**config.mk**
```make
export PLATFORM = sky130hd
export DESIGN_NAME = fifo_flex
export DESIGN_NICKNAME = d
export VERILOG_FILES = /design/src/rtl/fifo_pkg.sv /design/src/rtl/fifo_wrap_ptr.sv /design/src/rtl/fifo_flex.sv
export SDC_FILE = /design/constraint.sdc
export NUM_CORES = 1
export LEC_CHECK = 0
export CAP_MARGIN = 0
export CORE_MARGIN = 10
export CORE_UTILIZATION = 53
export CTS_BUF_LIST = sky130_fd_sc_hd__clkbuf_4 sky130_fd_sc_hd__clkbuf_8 sky130_fd_sc_hd__clkbuf_16
export CTS_CLUSTER_SIZE = 30
export DETAILED_ROUTE_END_ITERATION = 8
export GPL_ROUTABILITY_DRIVEN = 0
export PLACE_DENSITY = 0.76
export SLEW_MARGIN = 5
export SYNTH_ARGS = -nofsm -noshare
export SYNTH_HDL_FRONTEND = slang
export SYNTH_SLANG_ARGS = --single-unit
```
**constraint.sdc**
```tcl
create_clock -name clk -period 2.85 [get_ports clk]
set_input_delay 0.57 -clock clk [delete_from_list [all_inputs] [get_ports clk]]
set_output_delay 0.57 -clock clk [all_outputs]
set_load 0.02 [all_outputs]
```
**src/rtl/fifo_pkg.sv**
```systemverilog
// Shared constants and helpers for the flexible-depth FIFO.
package fifo_pkg;

    // Smallest depth for which full and empty can be told apart.
    localparam int FIFO_MIN_DEPTH = 2;

    // Ceiling log2, usable in constant expressions; clog2(1) = 0.
    function automatic int clog2(input int value);
        int result;
        result = 0;
        for (int v = value - 1; v > 0; v = v >> 1) begin
            result++;
        end
        return result;
    endfunction

endpackage

```
**src/rtl/fifo_wrap_ptr.sv**
```systemverilog
// Pointer that counts 0..DEPTH-1 and wraps explicitly, so DEPTH need
// not be a power of two.
module fifo_wrap_ptr #(
    parameter int DEPTH = 4,
    parameter int WIDTH = 2
) (
    input  logic             clk,
    input  logic             rst_n,
    input  logic             clr,
    input  logic             inc,
    output logic [WIDTH-1:0] ptr
);

    logic [WIDTH-1:0] ptr_q;
    logic [WIDTH-1:0] ptr_d;

    // Next pointer: flush wins, otherwise advance with compare-and-reset wrap.
    always_comb begin
        ptr_d = ptr_q;
        if (clr) begin
            ptr_d = '0;
        end else if (inc) begin
            if (ptr_q == WIDTH'(DEPTH - 1)) begin
                ptr_d = '0;
            end else begin
                ptr_d = ptr_q + 1'b1;
            end
        end
    end

    // Pointer register.
    always_ff @(posedge clk or negedge rst_n) begin
        if (!rst_n) begin
            ptr_q <= '0;
        end else begin
            ptr_q <= ptr_d;
        end
    end

    assign ptr = ptr_q;

endmodule

```
**src/rtl/fifo_flex.sv**
```systemverilog
// Synchronous first-word-fall-through FIFO with arbitrary depth, occupancy
// count, programmable almost-full/almost-empty and sticky error flags.
module fifo_flex
    import fifo_pkg::*;
#(
    parameter  int DATA_WIDTH  = 16,
    parameter  int FIFO_DEPTH  = 4,
    localparam int COUNT_WIDTH = clog2(FIFO_DEPTH + 1)
) (
    input  logic                   clk,
    input  logic                   rst_n,
    input  logic [DATA_WIDTH-1:0]  din,
    input  logic                   enq,
    output logic                   full_n,
    output logic [DATA_WIDTH-1:0]  dout,
    input  logic                   deq,
    output logic                   empty_n,
    input  logic                   clr,
    input  logic [COUNT_WIDTH-1:0] af_thresh,
    input  logic [COUNT_WIDTH-1:0] ae_thresh,
    output logic [COUNT_WIDTH-1:0] count,
    output logic                   almost_full,
    output logic                   almost_empty,
    output logic                   overflow,
    output logic                   underflow
);

    localparam int PTR_WIDTH = (clog2(FIFO_DEPTH) < 1) ? 1 : clog2(FIFO_DEPTH);

    if (FIFO_DEPTH < FIFO_MIN_DEPTH) begin : g_depth_check
        $error("fifo_flex: FIFO_DEPTH must be at least %0d", FIFO_MIN_DEPTH);
    end

    logic [DATA_WIDTH-1:0]  mem_q [FIFO_DEPTH];
    logic [PTR_WIDTH-1:0]   wr_ptr;
    logic [PTR_WIDTH-1:0]   rd_ptr;
    logic [COUNT_WIDTH-1:0] count_q;
    logic [COUNT_WIDTH-1:0] count_d;
    logic                   overflow_q;
    logic                   overflow_d;
    logic                   underflow_q;
    logic                   underflow_d;
    logic                   enq_ok;
    logic                   deq_ok;

    // Status decoded from the registered occupancy only.
    assign empty_n      = (count_q != '0);
    assign full_n       = (count_q != COUNT_WIDTH'(FIFO_DEPTH));
    assign almost_full  = (count_q >= af_thresh);
    assign almost_empty = (count_q <= ae_thresh);
    assign count        = count_q;
    assign overflow     = overflow_q;
    assign underflow    = underflow_q;

    // A pop from a full FIFO frees the slot the simultaneous push uses.
    // Flush suppresses both so no stray write or flag survives it.
    assign deq_ok = deq & empty_n & ~clr;
    assign enq_ok = enq & (full_n | deq) & ~clr;

    // Head of queue, forced to zero when empty so stale or unwritten
    // storage never reaches the output.
    assign dout = empty_n ? mem_q[rd_ptr] : '0;

    fifo_wrap_ptr #(
        .DEPTH (FIFO_DEPTH),
        .WIDTH (PTR_WIDTH)
    ) u_wr_ptr (
        .clk   (clk),
        .rst_n (rst_n),
        .clr   (clr),
        .inc   (enq_ok),
        .ptr   (wr_ptr)
    );

    fifo_wrap_ptr #(
        .DEPTH (FIFO_DEPTH),
        .WIDTH (PTR_WIDTH)
    ) u_rd_ptr (
        .clk   (clk),
        .rst_n (rst_n),
        .clr   (clr),
        .inc   (deq_ok),
        .ptr   (rd_ptr)
    );

    // Next occupancy and sticky error flags.
    always_comb begin
        count_d     = count_q;
        overflow_d  = overflow_q;
        underflow_d = underflow_q;
        if (clr) begin
            count_d     = '0;
            overflow_d  = 1'b0;
            underflow_d = 1'b0;
        end else begin
            unique case ({enq_ok, deq_ok})
                2'b10:   count_d = count_q + 1'b1;
                2'b01:   count_d = count_q - 1'b1;
                default: count_d = count_q;
            endcase
            if (enq && !full_n && !deq) begin
                overflow_d = 1'b1;
            end
            if (deq && !empty_n) begin
                underflow_d = 1'b1;
            end
        end
    end

    // Occupancy and flag registers.
    always_ff @(posedge clk or negedge rst_n) begin
        if (!rst_n) begin
            count_q     <= '0;
            overflow_q  <= 1'b0;
            underflow_q <= 1'b0;
        end else begin
            count_q     <= count_d;
            overflow_q  <= overflow_d;
            underflow_q <= underflow_d;
        end
    end

    // Storage write; contents are deliberately left unreset.
    always_ff @(posedge clk) begin
        if (enq_ok) begin
            mem_q[wr_ptr] <= din;
        end
    end

endmodule

```
Word level (Yosys, flattened, before mapping)
Memory sizes are Yosys's and may differ from the RTL's.
Cells that the tools add are included.
Operators by class
  add/subtract/negate cells: 4
  order comparisons: 2
  eq/ne operators: 5
  mux-type cells: 15
  bitwise gates (word level): 6
  reductions and logical operators: 12
Operators by type and width (count)
  $mux 16: 1
  $mux 2: 6
  $reduce_bool 2->1: 4
  $eq 2x2->1 const B: 3
  $mux 1: 6
  $pmux 3 s2: 1
  $reduce_bool 3->1: 2
  $add 2x1->2 const B: 2
  $and 1x1->1: 4
  $add 3x1->3 const B: 1
  $ge 3x3->1: 1
  $le 3x3->1: 1
  $logic_and 1x1->1: 3
  $logic_not 1->1: 3
  $mux 3: 1
  $ne 3x3->1 const B: 1
  $sub 3x1->3 const B: 1
  $eq 2x1->1 const B: 1
  $not 1->1: 1
  $or 1x1->1: 1
Word-level totals
  register bits after elaboration: 9
  memory bits (writable): 64
  input bits: 27
  output and inout bits: 25
  memories: 1
Memory list
  mem_q: words 4, bits a word 16, read ports 1, clocked after memory_dff 0, write ports 1, line fifo_flex.sv:34  | logic [DATA_WIDTH-1:0] mem_q [FIFO_DEPTH];

Depth between registers and ports, before layout
  depth in word-level cells: 7
  gate-level depth with buffers: 7

Cells and area by module
From an unflattened synthesis, not the netlist that was laid out.
Unflattened totals
  cells, all modules: 175
  area, all modules: 3128.0 µm²
By module, submodules not included
  fifo_flex: times used 1, cells each 159, area each 2927.8 µm²
  fifo_wrap_ptr: times used 2, cells each 8, area each 100.1 µm²

Worst setup path before layout
Ideal clock, no wire load.
  path type: input -> register
  from: input port deq
  to: memory mem_q[0][0], enable pin
  setup time: 413 ps
  arrival: 2256 ps
  data required time: 2437 ps
  setup slack: 181 ps
  stages: 4
  cells stage by stage: buf_2 -> or4b_4 -> nand2_1 -> nor3b_1
Between the ends
  word-level cells in the longest chain between the ends: 5
RTL lines
  start, declared: line fifo_flex.sv:16  | input logic deq,
  $or 1x1->1: line fifo_flex.sv:58  | assign enq_ok = enq & (full_n | deq) & ~clr;
  $and 1x1->1 (2 in series): line fifo_flex.sv:58
  $mux 1: line fifo_flex.sv:125  | if (enq_ok) begin
  $mux 1 (implied by the code): line fifo_flex.sv:126  | mem_q[wr_ptr] <= din;
  end, declared: line fifo_flex.sv:34
Every way passes these cells.

Worst setup path after layout
  from: register u_rd_ptr.ptr_q[0], in the netlist u_rd_ptr.ptr[0]
  to: output port dout[2]
Between the ends
  word-level cells in the longest chain between the ends: 2
RTL lines
  start, declared: line fifo_wrap_ptr.sv:14  | logic [WIDTH-1:0] ptr_q;
  start signal, assigned: line fifo_wrap_ptr.sv:36  | ptr_q <= ptr_d;
  $mem_v2 4x16
  $mux 16: line fifo_flex.sv:62  | assign dout = empty_n ? mem_q[rd_ptr] : '0;
  end, declared: line fifo_flex.sv:15  | output logic [DATA_WIDTH-1:0] dout,
Every way passes these cells.

==> results.txt <==
* Chip Width: 98.00 µm
* Final hold violation count: 0
- The portion of synthesized area spent on multiplexers is 0.1153.
* Count of yosys warnings during synthesis: 0
* Initial antenna violation count: 0
- Detailed-placement wirelength estimate: 4.531 mm
- Largest family of logic cells by synthesized area: multiplexers
- Unique cell type count in the Yosys netlist: 36
* Net total in the final layout: 298
- Synth top area cells: sky130_fd_sc_hd__edfxtp_1 (60%), sky130_fd_sc_hd__mux4_2 (11%), sky130_fd_sc_hd__dfrtp_1 (7.0%), sky130_fd_sc_hd__ha_1 (3.9%), sky130_fd_sc_hd__nor2b_1 (3.1%)
- Data on the critical path arrives at its endpoint at 2.15 ns.
- Compound-gate portion of the synthesized area: 0.04113
- Proportion of synthesized chip area in sequential cells: 0.6659
* Worst Hold Depth: 2
- Clock transition at the register clock pins on the worst setup and hold paths after CTS: 0.08 ns
- Buffers inserted to repair hold after CTS numbered 0.
- Proportion of synthesized flip-flops having asynchronous set or reset: 0.1233
* # Max-Cap Violations: 0
- Across all register-to-register paths, the minimum setup slack is 0.43 ns.
- Cell-internal power: 2.044 mW
- Number of buffers inserted during clock tree synthesis: 9
* Part of the total power dissipated in combinational logic: 0.182
- Post-route fraction of the period consumed by the critical path: 0.9538
* Router iterations before antenna repair: 4
* Fraction of power spent switching nets: 0.2326
- Clk root buf: sky130_fd_sc_hd__clkbuf_8
- CTS max path bufs: 2
- Arithmetic-cell share of the synthesized area counting full adders, half adders and majority gates: 0.04501
* Largest area contributor in the synthesized netlist: sky130_fd_sc_hd__edfxtp_1
- Worst flop-to-flop path endpoint: count[2]$_DFFE_PN0P_
- Share of the core filled with cells: 0.7046
- Among cell families on the critical path, the largest total delay comes from buffers and inverters.
- Maximum number of pins on one net before global-route repair: 18
- Share of cells above drive strength 1: 0.2226
- Slew Limit Headroom: 0.3524
- For this run, design rule violations remaining after detail routing come to 0.
* Post-Syn Instances: 191
* Placed instance count: 324
* Leak Pwr: 1.486 nW
* Prevailing post-synth register cell: sky130_fd_sc_hd__edfxtp_1
- Type of the worst setup path: reg -> out
- The path class of the tightest hold or removal check is reg -> reg.
- Via count of the first global-routing pass: 1988
- 0 antenna diodes ended up in the layout.
* Final-layout fill cell count: 379
- Result of the run: completed
- STA puts the critical path data required time at 2.28 ns.
* Share of total power in the clock network: 0.361
- Fraction of synthesized cell area taken by the top area cell type: 0.5960
- Most used standard cell by instance count after synthesis: sky130_fd_sc_hd__edfxtp_1
- STA classifies the critical path endpoint as an output pin.
- For this run, the number of standard cells in the final layout without fillers is 340.
* Final count of negative-setup-slack endpoints: 0
* Net count of the mapped netlist: 229
- Synth top cells by count: sky130_fd_sc_hd__edfxtp_1 (64), sky130_fd_sc_hd__mux4_2 (16), sky130_fd_sc_hd__nor2b_1 (16)
* Total clock sinks: 73
* Worst-case hold path end point: underflow$_DFFE_PN0P_
* Post-synth EDFFs: 64
- The smallest clock period supported by the final layout is computed as 2.718 ns.
* Share of the synthesized netlist area taken by xor and xnor gates: 0.01087
- Final count of pins violating max slew: 0
- Crit Reg-Reg Startpoint: count[1]$_DFFE_PN0P_
- Across every metal layer, demand over resource in global routing totals 0.1336.
- 52 I/O pins were placed.
* Wire length of the first global-routing pass: 10.32 mm
* Final-layout setup total negative slack: 0 ns
- The final route contains 1845 vias.
- Die Span Y: 98.00 µm
- The share of total power dissipated in sequential elements is 0.457.
- Cell area after technology mapping: 3224 µm²
- Derived from the worst setup path, the maximum achievable clock frequency is 0.3679 GHz.
* Count of buffer and inverter cells on the critical path: 2
- Worst path cell trace: buf_4, mux4_2, and2b_1, clkdlybuf4s50_1
- CP Max Fanout: 10
* Starting utilization of the core area: 0.5446
* Startpoint of the lowest-slack hold path: underflow$_DFFE_PN0P_
- For this design, the slowest cell found on the critical path is sky130_fd_sc_hd__clkdlybuf4s50_1.
- TritonCTS built the clock tree.
* H-Tree Level Count: 3
- Signed area change from the synthesized netlist to the final layout: 29.38%
- The first routing iteration left 57 violations.
* Count of buffers inserted at the top-level ports: 51
- Die outline area: 9603 µm²
- Psw: 0.6197 mW
- Number of cells on the worst reg-to-reg path: 8
- The region available for standard cell placement spans 5921 µm².
* PwrDens: 638.6 nW/µm²
- In this design, the stage delay of the slowest critical-path cell is 0.54 ns.
- After detailed routing, the number of vias per cell comes to 5.426.
* Synthesized area divided by synthesized cell count: 16.88 µm²
- Clock latency on the worst-skew pair, taken at its later pin, is 0.33 ns.
- Wire per inst: 18.22 µm
- Type of origin of the critical path: flip-flop
- Antenna violation net count after detailed routing: 0
- On the final layout, the worst clock skew is 0.005691 ns.
* RSZ-0062 raised after global routing: false
* Synthesized flop and latch total: 73
- Routed wire length: 6.196 mm
- Slew at the pin with the worst max-slew slack: 0.9671 ns
- Global route total overflow: 0
- Area share of and/or/nand/nor cells after synthesis: 0.08692
- Cell Rows: 28
* Maximum ir drop on the vdd rail: 0.0003682 V
## stage by stage
stage	cell area [µm²]	power, mW	hold slack [ns]	setup slack [ns]
2_1_floorplan	3224	1.514	0.2744	0.1815
5_1_grt	4172	2.775	0.5544	0.02037
6_report	4172	2.664	0.5208	0.1316
3_3_place_gp	3921	1.724	0.4844	-0.1149
4_1_cts	4165	2.693	0.5292	0.01743
3_5_place_dp	3921	1.733	0.4992	-0.1320
## worst max-delay path by stage
stage / start / to / cells past startpoint
after global routing: count[2]$_DFFE_PN0P_ / dout[4] / 4
final: u_rd_ptr.ptr[0]$_DFFE_PN0P_ / dout[2] / 4
after detailed placement: ae_thresh[1] / almost_empty / 7
after CTS: count[2]$_DFFE_PN0P_ / dout[2] / 4
after floorplan: deq / mem_q[0][0]$_DFFE_PP_ / 4
after global placement: ae_thresh[1] / almost_empty / 7
## worst min-delay path, stage by stage (launching register included)
cell	delay, ns
sky130_fd_sc_hd__dfrtp_1	0.35
sky130_fd_sc_hd__a21oi_1	0.04
sky130_fd_sc_hd__nor2_1	0.09
## sequential cells by signal, indices dropped and copies added, names as in the netlist
| signal | cells |
|---|---|
| count | 3 |
| underflow | 1 |
| mem_q | 64 |
| u_wr_ptr.ptr | 2 |
| u_rd_ptr.ptr | 2 |
| overflow | 1 |
## routing by layer
metal / routed length [µm] / GRT usage / share of wire / up-vias
li1: - / - / - / 869
met1: 2683 / 0.1584 / 0.43 / 922
met2: 3065 / 0.2162 / 0.49 / 46
met3: 351 / 0.04722 / 0.057 / 8
met4: 97 / 0.05481 / 0.016 / 0
met5: 0 / 0 / 0 / -
## power groups by stage
stage / Clock, mW / Combinational, mW / Sequential, mW
3_3_place_gp: 0 / 0.485 / 1.24
2_1_floorplan: 0 / 0.272 / 1.24
3_5_place_dp: 0 / 0.492 / 1.24
5_1_grt: 1.03 / 0.526 / 1.22
4_1_cts: 0.984 / 0.492 / 1.22
6_report: 0.962 / 0.484 / 1.22
## cell families after synthesis
| family | Yosys count |
|---|---|
| DFF | 73 |
| xor gates and xnor gates | 4 |
| muxes | 17 |
| and+or+nand+nor | 46 |
| AOI/OAI and AO/OA | 19 |
| adders and majority gates | 11 |
| buffers and inverters | 21 |
## timing repair
action,in CTS,in global routing
cloned,0,0
buffers inserted,0,0
hold endpoints to repair,0,0
resized for setup,2,1
setup endpoints to repair,2,3
## final cells by class
type | count | area, µm² | share of cell area
repair buffers | 69 | 655.6 | 0.1572
well taps | 75 | 93.84 | 0.02250
flip-flops and latches | 73 | 2147 | 0.5147
clock inverters | 6 | 115.1 | 0.02759
clock buffers | 10 | 131.4 | 0.03149
inverters | 10 | 37.54 | 0.008998
multi-input cells | 97 | 991.0 | 0.2376
## layout by cell type (no fill, tap or decap), types with 2 or more instances in the layout
| cell type | instances |
|---|---|
| sky130_fd_sc_hd__a21oi_1 | 4 |
| sky130_fd_sc_hd__a31oi_1 | 2 |
| sky130_fd_sc_hd__and2b_1 | 3 |
| sky130_fd_sc_hd__dfrtp_1 | 9 |
| sky130_fd_sc_hd__nand3_1 | 5 |
| sky130_fd_sc_hd__bufinv_16 | 3 |
| sky130_fd_sc_hd__a21o_1 | 2 |
| sky130_fd_sc_hd__nor2_1 | 6 |
| sky130_fd_sc_hd__nor3b_2 | 4 |
| sky130_fd_sc_hd__dlygate4sd2_1 | 2 |
| sky130_fd_sc_hd__nor2b_1 | 16 |
| sky130_fd_sc_hd__inv_1 | 10 |
| sky130_fd_sc_hd__edfxtp_1 | 64 |
| sky130_fd_sc_hd__o21ai_0 | 3 |
| sky130_fd_sc_hd__buf_4 | 17 |
| sky130_fd_sc_hd__clkbuf_8 | 9 |
| sky130_fd_sc_hd__ha_1 | 10 |
| sky130_fd_sc_hd__clkdlybuf4s50_1 | 49 |
| sky130_fd_sc_hd__xor2_1 | 3 |
| sky130_fd_sc_hd__nand2b_1 | 3 |
| sky130_fd_sc_hd__mux4_2 | 16 |
| sky130_fd_sc_hd__nand2_1 | 4 |
| sky130_fd_sc_hd__o2111ai_1 | 2 |
No activity file was read; power rests on OpenSTA's default activity.
